### config.mk
export PLATFORM = sky130hd
export DESIGN_NAME = execute_mc
export DESIGN_NICKNAME = d
export VERILOG_FILES = /design/src/rtl/execute_mc.sv
export SDC_FILE = /design/constraint.sdc
export NUM_CORES = 1
export LEC_CHECK = 0
export ABC_CLOCK_PERIOD_IN_PS = 9600
export BUFFER_PORTS_ARGS = -buffer_cell sky130_fd_sc_hd__buf_2
export CELL_PAD_IN_SITES_DETAIL_PLACEMENT = 1
export CELL_PAD_IN_SITES_GLOBAL_PLACEMENT = 1
export CORE_ASPECT_RATIO = 0.5
export CORE_MARGIN = 2
export CORE_UTILIZATION = 39
export DETAILED_ROUTE_END_ITERATION = 10
export PLACE_DENSITY_LB_ADDON = 0.1
export SYNTH_ARGS = -nofsm -noshare
export SYNTH_HDL_FRONTEND = slang
export SYNTH_SLANG_ARGS = --single-unit
### constraint.sdc
create_clock -name clk -period 9.6 [get_ports clk]
set_input_delay 1.92 -clock clk [delete_from_list [all_inputs] [get_ports clk]]
set_output_delay 1.92 -clock clk [all_outputs]
set_load 0.02 [all_outputs]
### src/rtl/execute_mc.sv
// Execute stage: operand forwarding, ALU with flags, branch resolution and an
// optional iterative shift-add multiplier that stalls the front end while busy.
module execute_mc #(
   parameter int WIDTH  = 16,
   parameter int RADDR  = 3,
   parameter bit MUL_EN = 1'b1
) (
   input  logic             clk,
   input  logic             rst,
   input  logic             in_valid,
   input  logic             flush,
   input  logic [2:0]       opcode,
   input  logic [3:0]       alu_op,
   input  logic [3:0]       cond,
   input  logic [RADDR-1:0] s1,
   input  logic [RADDR-1:0] s2,
   input  logic [RADDR-1:0] tgt,
   input  logic [WIDTH-1:0] reg_out_1,
   input  logic [WIDTH-1:0] reg_out_2,
   input  logic [WIDTH-1:0] imm,
   input  logic             imm_sel,
   input  logic [WIDTH-1:0] pc,
   input  logic             wb_valid,
   input  logic [RADDR-1:0] wb_tgt,
   input  logic [WIDTH-1:0] wb_result,
   output logic [WIDTH-1:0] result,
   output logic [WIDTH-1:0] store_data,
   output logic [RADDR-1:0] tgt_out,
   output logic             out_valid,
   output logic             stall,
   output logic             branch,
   output logic [WIDTH-1:0] branch_tgt
);

   localparam int SHW = (WIDTH > 1) ? $clog2(WIDTH) : 1;
   localparam int CW  = (WIDTH > 1) ? $clog2(WIDTH) : 1;
   localparam logic [CW-1:0]    CNT_LOAD = CW'(WIDTH - 1);
   localparam logic [CW-1:0]    CNT_ONE  = CW'(1);
   localparam logic [WIDTH-1:0] ONE_W    = WIDTH'(1);
   localparam int MSB = WIDTH - 1;

   typedef enum logic [3:0] {
      ALU_ADD  = 4'd0,
      ALU_SUB  = 4'd1,
      ALU_AND  = 4'd2,
      ALU_OR   = 4'd3,
      ALU_XOR  = 4'd4,
      ALU_SHL  = 4'd5,
      ALU_SHR  = 4'd6,
      ALU_PASS = 4'd7,
      ALU_MUL  = 4'd8
   } alu_e;

   typedef enum logic {IDLE, BUSY} state_e;

   state_e           state_q;
   logic [CW-1:0]    count_q;
   logic             done_q;
   logic [WIDTH-1:0] result_q, store_q;
   logic [RADDR-1:0] tgt_q, mtgt_q;
   logic             valid_q;
   logic [WIDTH-1:0] mcand_q, mplier_q, acc_q;

   logic [WIDTH-1:0] op1, op2, lhs, rhs;
   logic [WIDTH:0]   add_full, sub_full;
   logic [WIDTH-1:0] alu_res;
   logic             flag_z, flag_n, flag_c, flag_v;
   logic             cond_true;
   logic             br_take;
   logic [WIDTH-1:0] pc_next, br_target;
   logic             mul_accept;
   logic [WIDTH-1:0] acc_d, mul_final;

   // Index 0 is hard-wired, so it never forwards.
   assign op1 = (s1 == '0)                   ? reg_out_1 :
                (valid_q && tgt_q == s1)     ? result_q  :
                (wb_valid && wb_tgt == s1)   ? wb_result : reg_out_1;
   assign op2 = (s2 == '0)                   ? reg_out_2 :
                (valid_q && tgt_q == s2)     ? result_q  :
                (wb_valid && wb_tgt == s2)   ? wb_result : reg_out_2;

   assign lhs = op1;
   assign rhs = imm_sel ? imm : op2;

   assign add_full = {1'b0, lhs} + {1'b0, rhs};
   assign sub_full = {1'b0, lhs} + {1'b0, ~rhs} + {{WIDTH{1'b0}}, 1'b1};

   // NOTE: every signal written in an always_comb gets a default first, so no path can infer a latch.
   always_comb begin
      alu_res = add_full[WIDTH-1:0];
      flag_c  = 1'b0;
      flag_v  = 1'b0;
      case (alu_op)
         ALU_SUB: begin
            alu_res = sub_full[WIDTH-1:0];
            flag_c  = sub_full[WIDTH];
            flag_v  = (lhs[MSB] != rhs[MSB]) && (sub_full[MSB] != lhs[MSB]);
         end
         ALU_AND:  alu_res = lhs & rhs;
         ALU_OR:   alu_res = lhs | rhs;
         ALU_XOR:  alu_res = lhs ^ rhs;
         ALU_SHL:  alu_res = lhs << rhs[SHW-1:0];
         ALU_SHR:  alu_res = lhs >> rhs[SHW-1:0];
         ALU_PASS: alu_res = rhs;
         default: begin
            flag_c = add_full[WIDTH];
            flag_v = (lhs[MSB] == rhs[MSB]) && (add_full[MSB] != lhs[MSB]);
         end
      endcase
   end

   assign flag_z = (alu_res == '0);
   assign flag_n = alu_res[MSB];

   always_comb begin
      cond_true = 1'b0;
      case (cond)
         4'd0: cond_true = flag_z;
         4'd1: cond_true = !flag_z && !flag_n;
         4'd2: cond_true = flag_n;
         4'd3: cond_true = flag_c;
         4'd4: cond_true = flag_v;
         4'd5: cond_true = !flag_z;
         4'd6: cond_true = 1'b1;
         4'd7: cond_true = !flag_c;
         default: cond_true = 1'b0;
      endcase
   end

   assign pc_next = pc + ONE_W;

   always_comb begin
      br_take   = 1'b0;
      br_target = pc_next;
      case (opcode)
         3'b110: begin
            br_take   = cond_true;
            br_target = cond_true ? pc_next + imm : pc_next;
         end
         3'b111: begin
            br_take   = 1'b1;
            br_target = alu_res;
         end
         default: ;
      endcase
   end

   // done_q marks the cycle in which a finished multiply is still held on the
   // inputs (stall was high at its last edge); it retires without re-issuing.
   assign mul_accept = MUL_EN && (state_q == IDLE) && !done_q && in_valid && !flush &&
                       (alu_op == ALU_MUL);
   assign stall      = mul_accept || (state_q == BUSY);
   assign branch     = br_take && in_valid && !flush && !stall && !done_q;
   assign branch_tgt = br_target;

   assign acc_d     = acc_q + (mplier_q[0] ? mcand_q : '0);
   // The accept cycle performs no step, so the last edge also folds in the top multiplier bit.
   assign mul_final = acc_d + (mplier_q[1] ? (mcand_q << 1) : '0);

   // NOTE: sequential state uses non-blocking assignments so every register samples pre-edge values.
   always_ff @(posedge clk) begin
      if (rst) begin
         state_q  <= IDLE;
         count_q  <= '0;
         done_q   <= 1'b0;
         result_q <= '0;
         store_q  <= '0;
         tgt_q    <= '0;
         valid_q  <= 1'b0;
         mtgt_q   <= '0;
         mcand_q  <= '0;
         mplier_q <= '0;
         acc_q    <= '0;
      end else begin
         done_q  <= 1'b0;
         valid_q <= 1'b0;
         case (state_q)
            IDLE: begin
               if (mul_accept) begin
                  state_q  <= BUSY;
                  mcand_q  <= lhs;
                  mplier_q <= rhs;
                  acc_q    <= '0;
                  mtgt_q   <= tgt;
                  count_q  <= CNT_LOAD;
               end else if (!done_q) begin
                  result_q <= alu_res;
                  store_q  <= op2;
                  tgt_q    <= tgt;
                  valid_q  <= in_valid && !flush;
               end
            end
            BUSY: begin
               if (flush) begin
                  state_q <= IDLE;
                  count_q <= '0;
               end else begin
                  acc_q    <= acc_d;
                  mcand_q  <= mcand_q << 1;
                  mplier_q <= mplier_q >> 1;
                  count_q  <= count_q - CNT_ONE;
                  // The finishing edge is the one that brings the count to zero.
                  if (count_q == CNT_ONE) begin
                     result_q <= mul_final;
                     tgt_q    <= mtgt_q;
                     valid_q  <= 1'b1;
                     done_q   <= 1'b1;
                     state_q  <= IDLE;
                  end
               end
            end
            default: state_q <= IDLE;
         endcase
      end
   end

   assign result     = result_q;
   assign store_data = store_q;
   assign tgt_out    = tgt_q;
   assign out_valid  = valid_q;

endmodule

==> results.yml, run 1 <==
run_status:
  status: "finished, violations left"
  violations: "setup timing"
die:
  dieArea_um2: 32110
  pin_count: 163
  fp.dieW_um: 251.4
  die_height_um: 127.7
  start_util: 0.3948
  num_rows: 45
  core_um2: 30240
pwr:
  seqPwrFrac: 0.239
  p_per_area_nw_per_um2: 118.7
  combPwrFrac: 0.566
  p_sw_uw: 816.6
  p_int_uw: 987.4
  ir_drop_uv: 93.21
  pwr-share-clk: 0.195
  switching_share: 0.4527
  power.leakage_uw: 0.006487
sta:
  relSlewSlack: 0.04353
  fmax_ghz: 0.1037
  rsz0062_at_grt: "yes"
  setup-violations-final: 3
  finClkSkew_ns: 0.008133
  postLayoutSetupSlackWorst_ns: -0.03885
  worst_hold_slack_ns: 0.4624
  slew_viol_final: 0
  finalCritPeriodShare: 1.004
  hold_viol_final: 0
  finalCriticalPeriod_ns: 9.639
  worst_pin_slew_ns: 1.399
yosys:
  synth_nets: 1833
  yosysMostFrequentCell: "nand2_1"
  synth_area_leader_cell: "dfxtp_1"
  postSynthCellCount: 1623
  synth_top_area_frac: 0.1560
  synth_area_um2: 11940
  ys_seq_area_frac: 0.1560
  async_flop_share: 0
  yosys-top-cells-area: "dfxtp_1 16%, ha_1 10%, a21oi_1 5.7%, nand2_1 5.0%, mux2i_1 4.8%"
  ys.warnings.count: 0
  synthTopCellsByCount: "158 x nand2_1, 141 x nor2_1, 135 x a21oi_1, 96 x ha_1, 93 x dfxtp_1"
  ys_ff_latch: 93
  synth-edff-count: 0
  avgSynthCellArea_um2: 7.355
  ys_types: 101
  yosys_most_used_dff: "dfxtp_1"
routing:
  drc: 0
  viasPerCell: 6.425
  drt-total-wl_um: 62990
  ant_nets: 0
  vias: 14669
  drt_first_pass_iters: 5
  wl_per_cell_um: 27.59
  drtIter0Drc: 1272
critical_path:
  worstPathRequired_ns: 7.68
  cp-start-kind: "input pin"
  regToRegStartpoint: "tgt_out[2]"
  r2r_end: "result[10]"
  r2r_cells: 34
  path_class: "in2out"
  end_kind: "primary output"
  critPathArrivalTime_ns: 7.72
  reg2reg_slack_ns: 3.60
  worst-path-max-fanout: 9
layout:
  areaGrowthSynthToFinish_pct: 27.29
  layout.nets: 2088
  final_cells: 2283
  drive_gt1_frac: 0.2719
  final_cell_area_um2: 15200
  final_core_util: 0.5026
  fillCellCount: 3760
  multi_input_area_um2: 9935
  seqCellArea_um2: 1862
global_route:
  first_global_vias: 14365
  grt_max_degree: 93
  gr-total-overflow: 0
  antenna_found_initial: 3
  grt_first_pass_wirelength_um: 91950
  grt_usage: 0.3805
cts:
  cts_root_buffer: "clkbuf_16"
  ctsHtreeMaxLevel: 3
  clock-sinks: 93
  clk_pin_slew_ns: 0.07
  cts_max_path_buffers: 2
  cts.hold.buffers_added: 0
  cts_tree: "yes"
  clock_latency_ns: 0.36
  cts_made_buffers: 9
place:
  post-place-ws_ns: -0.2969
  io_buffers: 162
  dpl.cell_count: 2238
  hpwlAfterDp_um: 50090
  finalWeightedCongestion: 1.040
  place_area_um2: 14000
hold_path:
  holdPathEnd: "mtgt_q[1]"
  holdPathStages: 2
  hold_start: "mtgt_q[1]"
  hp-class: "reg2reg"
run:
  max_cap_viol_count: 0
## stage by stage
step,TNS [ns],power [uW]
detailed placement,-3.974,1308
global placement,-2.327,1292
CTS,0,1699
global route,-0.6303,1869
floorplan,-0.03721,902.7
finish,-0.05037,1804
## routing by layer
layer / up-vias / routed length, um / track usage
li1: 6486 / - / -
met1: 7391 / 27710 / 0.5304
met2: 663 / 27590 / 0.6027
met3: 129 / 5884 / 0.07005
met4: 0 / 1811 / 0.1061
met5: - / 0 / 0
## power by group through the flow
| stage | logic, uW | clock network, uW | registers [uW] |
|---|---|---|---|
| 5_1_grt | 1060 | 373 | 432 |
| 3_3_place_gp | 855 | 0 | 437 |
| 6_report | 1020 | 352 | 431 |
| 2_1_floorplan | 457 | 0 | 446 |
| 4_1_cts | 914 | 357 | 429 |
| 3_5_place_dp | 871 | 0 | 437 |
## what timing repair did
| item | in CTS | in global routing |
|---|---|---|
| gates resized for setup | 14 | 125 |
| pin swaps | 6 | 45 |
| hold endpoints to repair | 0 | 0 |
| setup buffers | 17 | 13 |
| endpoints found under the setup margin | 17 | 17 |
## placed cells by master, fill, tap and decap left out, types with 9 or more instances in the layout
| master | n |
|---|---|
| o21bai_1 | 18 |
| o21ai_0 | 76 |
| buf_4 | 169 |
| nor4_1 | 18 |
| a22oi_1 | 28 |
| nor2_1 | 136 |
| inv_2 | 10 |
| nand4_1 | 25 |
| xnor2_1 | 41 |
| xor2_1 | 19 |
| buf_2 | 154 |
| o22ai_1 | 31 |
| and3_1 | 13 |
| o211ai_1 | 17 |
| or3_1 | 11 |
| nor2b_1 | 14 |
| a21oi_1 | 127 |
| ha_1 | 90 |
| a211oi_2 | 13 |
| nor3_1 | 40 |
| nand2b_1 | 19 |
| nand2_1 | 158 |
| inv_1 | 78 |
| buf_6 | 12 |
| mux2i_1 | 53 |
| nand3_1 | 53 |
| mux4_2 | 9 |
| clkbuf_16 | 9 |
| and2_1 | 35 |
| dfxtp_1 | 93 |
| a211oi_1 | 31 |
| mux2_2 | 11 |
| a21o_1 | 15 |
## cell type report
| type | instances | share of cell area |
|---|---|---|
| multi-input cells | 1342 | 0.6538 |
| repair buffers | 340 | 0.1490 |
| flip-flops and latches | 93 | 0.1225 |
| well taps | 399 | 0.03285 |
| inverters | 92 | 0.02322 |
| clock buffers | 12 | 0.01622 |
| clock inverters | 4 | 0.002223 |
| diodes | 1 | 0.0001647 |
## cell families after synthesis
family / after synthesis / synth area share
mux: 84 / 0.08343
simple gates: 571 / 0.2346
flops: 93 / 0.1560
fa+ha+maj: 102 / 0.1098
compound gates: 512 / 0.2968
xor+xnor: 73 / 0.05545
buf+inv: 188 / 0.06393
## worst max-delay path: stages
cell and delay (ns):
buf_12 0.12, xnor2_4 0.18, buf_6 0.12, nand4_4 0.19, a21oi_4 0.26, buf_6 0.16, o22ai_1 0.08, buf_4 0.15
o21a_4 0.23, ha_4 0.30, o2111a_1 0.23, nor4b_1 0.07, buf_4 0.15, or2_2 0.31, a31oi_2 0.25, o31a_1 0.23
a22oi_1 0.08, o211ai_1 0.26, or3b_1 0.39, or4_4 0.58, nor4b_2 0.27, buf_4 0.17, a211oi_4 0.05, buf_12 0.14
buf_8 0.13, nor3_1 0.43, a211oi_2 0.07, buf_4 0.18
## registers in the layout, indices dropped and copies added, names as in the netlist
name	count
state_q	1
mtgt_q	3
acc_q	16
store_data	16
mplier_q	16
tgt_out	3
mcand_q	16
count_q	4
result	16
out_valid	1
done_q	1
## worst max path at each step
stage | start | endpoint
after floorplan | wb_valid | branch_tgt[2]
after global placement | s2[1] | branch_tgt[9]
after detailed placement | s2[1] | branch_tgt[7]
after CTS | s2[1] | branch_tgt[9]
after global routing | s2[2] | branch_tgt[11]
final | s2[2] | branch_tgt[10]
No activity file was read; power rests on OpenSTA's default activity.
==> run 2: changes to the inputs <==
--- a/config.mk
+++ b/config.mk
@@ -5,13 +5,14 @@
 export SDC_FILE = /design/constraint.sdc
 export NUM_CORES = 1
 export LEC_CHECK = 0
+export ABC_AREA = 1
 export ABC_CLOCK_PERIOD_IN_PS = 9600
 export BUFFER_PORTS_ARGS = -buffer_cell sky130_fd_sc_hd__buf_2
 export CELL_PAD_IN_SITES_DETAIL_PLACEMENT = 1
 export CELL_PAD_IN_SITES_GLOBAL_PLACEMENT = 1
 export CORE_ASPECT_RATIO = 0.5
 export CORE_MARGIN = 2
-export CORE_UTILIZATION = 39
+export CORE_UTILIZATION = 37
 export DETAILED_ROUTE_END_ITERATION = 10
 export PLACE_DENSITY_LB_ADDON = 0.1
 export SYNTH_ARGS = -nofsm -noshare
==> results.yml, run 2 <==
routing:
  drc: 0
  drt-total-wl_um: 55670
  vias: 14553
  drtIter0Drc: 1458
  ant_nets: 0
  wl_per_cell_um: 21.32
  viasPerCell: 5.574
  drt_first_pass_iters: 5
yosys:
  synth_nets: 2260
  async_flop_share: 0
  ys_seq_area_frac: 0.1550
  synth_area_leader_cell: "dfxtp_1"
  avgSynthCellArea_um2: 5.859
  synthTopCellsByCount: "475 x nand2_1, 286 x inv_1, 248 x nand3_1, 179 x nor2_1, 152 x a21oi_1"
  synth_top_area_frac: 0.1550
  synth_area_um2: 12010
  synth-edff-count: 0
  ys_types: 51
  yosys_most_used_dff: "dfxtp_1"
  yosys-top-cells-area: "dfxtp_1 16%, nand2_1 15%, nand3_1 10%, ha_1 10%, inv_1 8.9%"
  yosysMostFrequentCell: "nand2_1"
  ys_ff_latch: 93
  ys.warnings.count: 0
  postSynthCellCount: 2050
die:
  start_util: 0.3773
  fp.dieW_um: 258.8
  dieArea_um2: 34000
  num_rows: 46
  pin_count: 163
  die_height_um: 131.4
  core_um2: 31830
pwr:
  power_uw: 1548
  p_int_uw: 831.0
  seqPwrFrac: 0.279
  p_sw_uw: 717.4
  ir_drop_uv: 86.06
  combPwrFrac: 0.487
  pwr-share-clk: 0.235
  switching_share: 0.4633
  power.leakage_uw: 0.007116
  p_per_area_nw_per_um2: 114.4
sta:
  hold_viol_final: 0
  relSlewSlack: 0.2444
  worst_pin_slew_ns: 1.129
  fmax_ghz: 0.1091
  slew_viol_final: 0
  finalCriticalPeriod_ns: 9.167
  setup_tns_ns: 0
  setup-violations-final: 0
  finalCritPeriodShare: 0.9549
  finClkSkew_ns: 0.008830
  rsz0062_at_grt: "no"
critical_path:
  regToRegStartpoint: "tgt_out[1]"
  end_kind: "primary output"
  reg2reg_slack_ns: 4.76
  path_class: "in2out"
  critPathArrivalTime_ns: 7.25
  r2r_cells: 26
  worstPathRequired_ns: 7.68
  crit_slowest_cell: "o21ai_0"
  worst-path-max-fanout: 19
  critPathMostFrequentCell: "nand2_1"
  r2r_end: "result[10]"
  cp-start-kind: "input pin"
  slowest_delay_ns: 0.69
cts:
  clock_latency_ns: 0.36
  cts_made_buffers: 9
  cts_max_path_buffers: 2
  clock-sinks: 93
  cts_tree: "yes"
  ctsHtreeMaxLevel: 3
  cts_root_buffer: "clkbuf_16"
  clk_pin_slew_ns: 0.07
  cts.hold.buffers_added: 0
layout:
  drive_gt1_frac: 0.1299
  fillCellCount: 4486
  layout_commonest_cell: "nand2_1"
  areaGrowthSynthToFinish_pct: 12.74
  layout.nets: 2384
  layout.cells.most_common_list: "475 x nand2_1, 285 x inv_1, 248 x nand3_1"
global_route:
  grt_max_degree: 48
  first_global_vias: 13904
  grt_usage: 0.3188
  gr-total-overflow: 0
  antenna_found_initial: 3
  use_met1: 0.4705
  gr-usage-met2: 0.4860
  grt_first_pass_wirelength_um: 83520
  top_usage_layer: "met2"
  grtUsageMet3: 0.05671
hold_path:
  hp-class: "reg2reg"
  holdPathEnd: "acc_q[13]"
  holdPathStages: 2
  hold_start: "acc_q[13]"
place:
  hpwlAfterDp_um: 45360
  finalWeightedCongestion: 0.9869
  io_buffers: 162
run:
  max_cap_viol_count: 0
run_status:
  status: "finished clean"
[run 2: cell types whose count changed after synthesis, sizes merged, moves of 21 or more]
cell    change
mux2i      -60
nor2       +60
xor2       +21
xnor2      -41
a211oi     -42
nor3       -29
o21ai      +65
nand3     +207
and2       -36
inv       +204
nand2     +324
[run 2: what timing repair did]
item,in CTS,in global routing
endpoints found under the setup margin,0,12
gates resized for setup,0,1
setup buffers,0,0
[run 2: worst max-delay path by stage]
stage                      from             end  slack, ns  depth (start not counted)
after global routing      s2[0]  branch_tgt[15]       0.06                         33
after CTS                 s2[0]  branch_tgt[15]       0.62                         33
after floorplan           s2[0]   branch_tgt[8]       1.84                         31
after detailed placement  s2[0]  branch_tgt[15]       0.63                         33
final                     s2[0]  branch_tgt[11]       0.43                         31
after global placement    s2[0]  branch_tgt[11]       0.77                         31
[run 2: metrics by stage]
stage          utilization  cell area [um2]  setup slack, ns  hold slack (ns)  instances
2_1_floorplan            -            12010            1.844           0.4452       2050
3_5_place_dp        0.4165            13260           0.6349           0.4589       2595
3_3_place_gp        0.4165            13260           0.7663           0.4579       2595
4_1_cts             0.4253            13540           0.6201           0.4741       2610
6_report            0.4254            13540           0.4326           0.4734       2611
5_1_grt             0.4254            13540          0.06162           0.4895       2611
[run 2: layout make-up]
type	count	area [um2]	share of cell area
Multi-Input combinational cell	1568	8616	0.6363
Tap cell	432	540.5	0.03992
Sequential cell	93	1862	0.1375
Clock inverter	4	50.05	0.003696
Antenna cell	1	2.502	0.0001848
Clock buffer	11	232.7	0.01719
Timing Repair Buffer	202	1111	0.08206
Inverter	300	1126	0.08316
[run 2: critical path, delay by kind of cell]
family,cells,cell delay [ns]
simple gates,19,2.21
fa+ha+maj,1,0.39
buf+inv,4,0.53
xor+xnor,1,0.16
compound gates,6,2.01
[run 2: cell families after synthesis]
kind of cell / Yosys count / share of synthesized area
AO/OA/AOI/OAI: 423 / 0.2036
flip-flops: 93 / 0.1550
buffers and inverters: 389 / 0.1285
adder cells (fa/ha/maj): 101 / 0.1083
AND/OR/NAND/NOR: 991 / 0.3660
XOR/XNOR: 53 / 0.03865
[run 2: per-layer routing]
layer | wire [um] | up-vias
met5 | 0 | -
met4 | 801 | 0
met3 | 4368 | 46
met2 | 23630 | 485
met1 | 26870 | 7032
li1 | - | 6990
[run 2: power groups by stage]
stage | clock, uW | combinational [uW] | sequential (uW)
after floorplan | 0 | 434 | 446
after global placement | 0 | 718 | 440
after detailed placement | 0 | 724 | 440
after CTS | 370 | 728 | 431
after global routing | 385 | 807 | 433
final | 363 | 753 | 432
==> run 3: changes to the inputs <==
--- a/config.mk
+++ b/config.mk
@@ -11,7 +11,7 @@
 export CELL_PAD_IN_SITES_DETAIL_PLACEMENT = 1
 export CELL_PAD_IN_SITES_GLOBAL_PLACEMENT = 1
 export CORE_ASPECT_RATIO = 0.5
-export CORE_MARGIN = 2
+export CORE_MARGIN = 3
 export CORE_UTILIZATION = 37
 export DETAILED_ROUTE_END_ITERATION = 10
 export PLACE_DENSITY_LB_ADDON = 0.1
==> results.yml, run 3 (same netlist as run 2, synthesis figures left out) <==
run_status:
  status: "finished clean"
pwr:
  seqPwrFrac: 0.277
  switching_share: 0.4653
  combPwrFrac: 0.481
  p_int_uw: 833.0
  pwr-share-clk: 0.241
  power.leakage_uw: 0.007107
  ir_drop_uv: 87.54
  p_sw_uw: 724.8
  p_per_area_nw_per_um2: 115.4
routing:
  vias: 14471
  m1WireLength_um: 25990
  wl_met2_um: 23480
  drt-total-wl_um: 55190
  viasPerCell: 5.574
  wl_per_cell_um: 21.26
  topRoutingLayerUsed: "met5"
  drt_first_pass_iters: 6
  drtIter0Drc: 1302
  ant_nets: 0
  drc: 0
  routed-wl-met3_um: 4971
global_route:
  first_global_vias: 13958
  grt_usage: 0.3100
  antenna_found_initial: 2
  gr-total-overflow: 0
  grt_first_pass_wirelength_um: 83040
  grt_max_degree: 48
layout:
  layout.cells.most_common_list: "475 x nand2_1, 285 x inv_1, 248 x nand3_1"
  multi_input_area_um2: 8620
  layout_commonest_cell: "nand2_1"
  diodes: 0
  fillCellCount: 4399
  areaGrowthSynthToFinish_pct: 12.42
  drive_gt1_frac: 0.1289
  seqCellArea_um2: 1862
  layout.nets: 2378
  final_core_util: 0.4336
critical_path:
  end_kind: "primary output"
  crit_family: "simple AND/OR/NAND/NOR gates"
  worst-path-max-fanout: 19
  slowest_delay_ns: 0.70
  critPathBufInv: 4
  path_class: "in2out"
  cp-start-kind: "input pin"
  critPathMostFrequentCell: "nand2_1"
  r2r_cells: 28
  crit_cells: 31
  worstPathRequired_ns: 7.68
  critPathArrivalTime_ns: 7.23
  crit_slowest_cell: "o21ai_0"
cts:
  cts_root_buffer: "clkbuf_16"
  cts_max_path_buffers: 2
  cts_made_buffers: 9
  clk_pin_slew_ns: 0.07
  cts_tree: "yes"
  ctsResizeCount: 0
  ctsHtreeMaxLevel: 3
  clock-sinks: 93
  clock_latency_ns: 0.36
  postCtsSetupBuffers: 0
  cts.hold.buffers_added: 0
place:
  io_buffers: 162
  finalWeightedCongestion: 0.9466
  hpwlAfterDp_um: 44940
sta:
  rsz0062_at_grt: "no"
  finalCriticalPeriod_ns: 9.152
  fmax_ghz: 0.1093
  setup-violations-final: 0
  slew_viol_final: 0
  finalCritPeriodShare: 0.9534
  setup_tns_ns: 0
  finClkSkew_ns: 0.007865
  relSlewSlack: 0.2067
  hold_viol_final: 0
  worst_pin_slew_ns: 1.186
hold_path:
  holdPathStages: 2
  hp-class: "reg2reg"
die:
  start_util: 0.3857
  fp.dieW_um: 260.8
  num_rows: 45
  dieArea_um2: 34790
  die_height_um: 133.4
  core_um2: 31140
  pin_count: 163
run:
  max_cap_viol_count: 0
-- run 3: area by class of cell --
| cell class | count | area share |
|---|---|---|
| Clock inverter | 6 | 0.005190 |
| Sequential cell | 93 | 0.1379 |
| Tap cell | 423 | 0.03920 |
| Clock buffer | 10 | 0.01696 |
| Inverter | 300 | 0.08340 |
| Multi-Input combinational cell | 1568 | 0.6384 |
| Timing Repair Buffer | 196 | 0.07895 |
-- run 3: routing by layer --
metal	up-vias	global-route usage
met5	-	0
met3	53	0.07977
met4	2	0.05377
li1	6979	-
met2	459	0.4726
met1	6978	0.4424
-- run 3: worst register-to-register path: cells and delay by family (launching register included) --
family,cells,cell delay [ns]
fa+ha+maj,1,0.51
compound gates,6,1.28
flops,1,0.41
buf+inv,6,0.92
simple gates,15,1.63
-- run 3: path summary, 6_finish.rpt --
kind	from	endpoint	slack [ns]
max	s2[0]	branch_tgt[4]	0.45
min	acc_q[2]	acc_q[2]	0.47
max reg2reg	tgt_out[1]	result[14]	4.73
min reg2reg	acc_q[2]	acc_q[2]	0.47
-- run 3: power groups by stage --
stage | Combinational [uW] | Sequential (uW) | Clock [uW]
floorplan | 434 | 446 | 0
global placement | 716 | 440 | 0
detailed placement | 721 | 440 | 0
CTS | 725 | 431 | 385
global route | 810 | 433 | 399
finish | 750 | 432 | 376
-- run 3: per-stage QoR --
step	std cells	total power, uW	hold slack, ns	setup slack [ns]	instance area [um2]
final	2596	1558	0.4693	0.4477	13500
after global routing	2596	1643	0.4966	0.03815	13500
after CTS	2596	1541	0.4713	0.4767	13500
after detailed placement	2580	1161	0.4611	0.5059	13200
after global placement	2580	1156	0.4568	0.6694	13200
after floorplan	2050	880.7	0.4452	1.844	12010
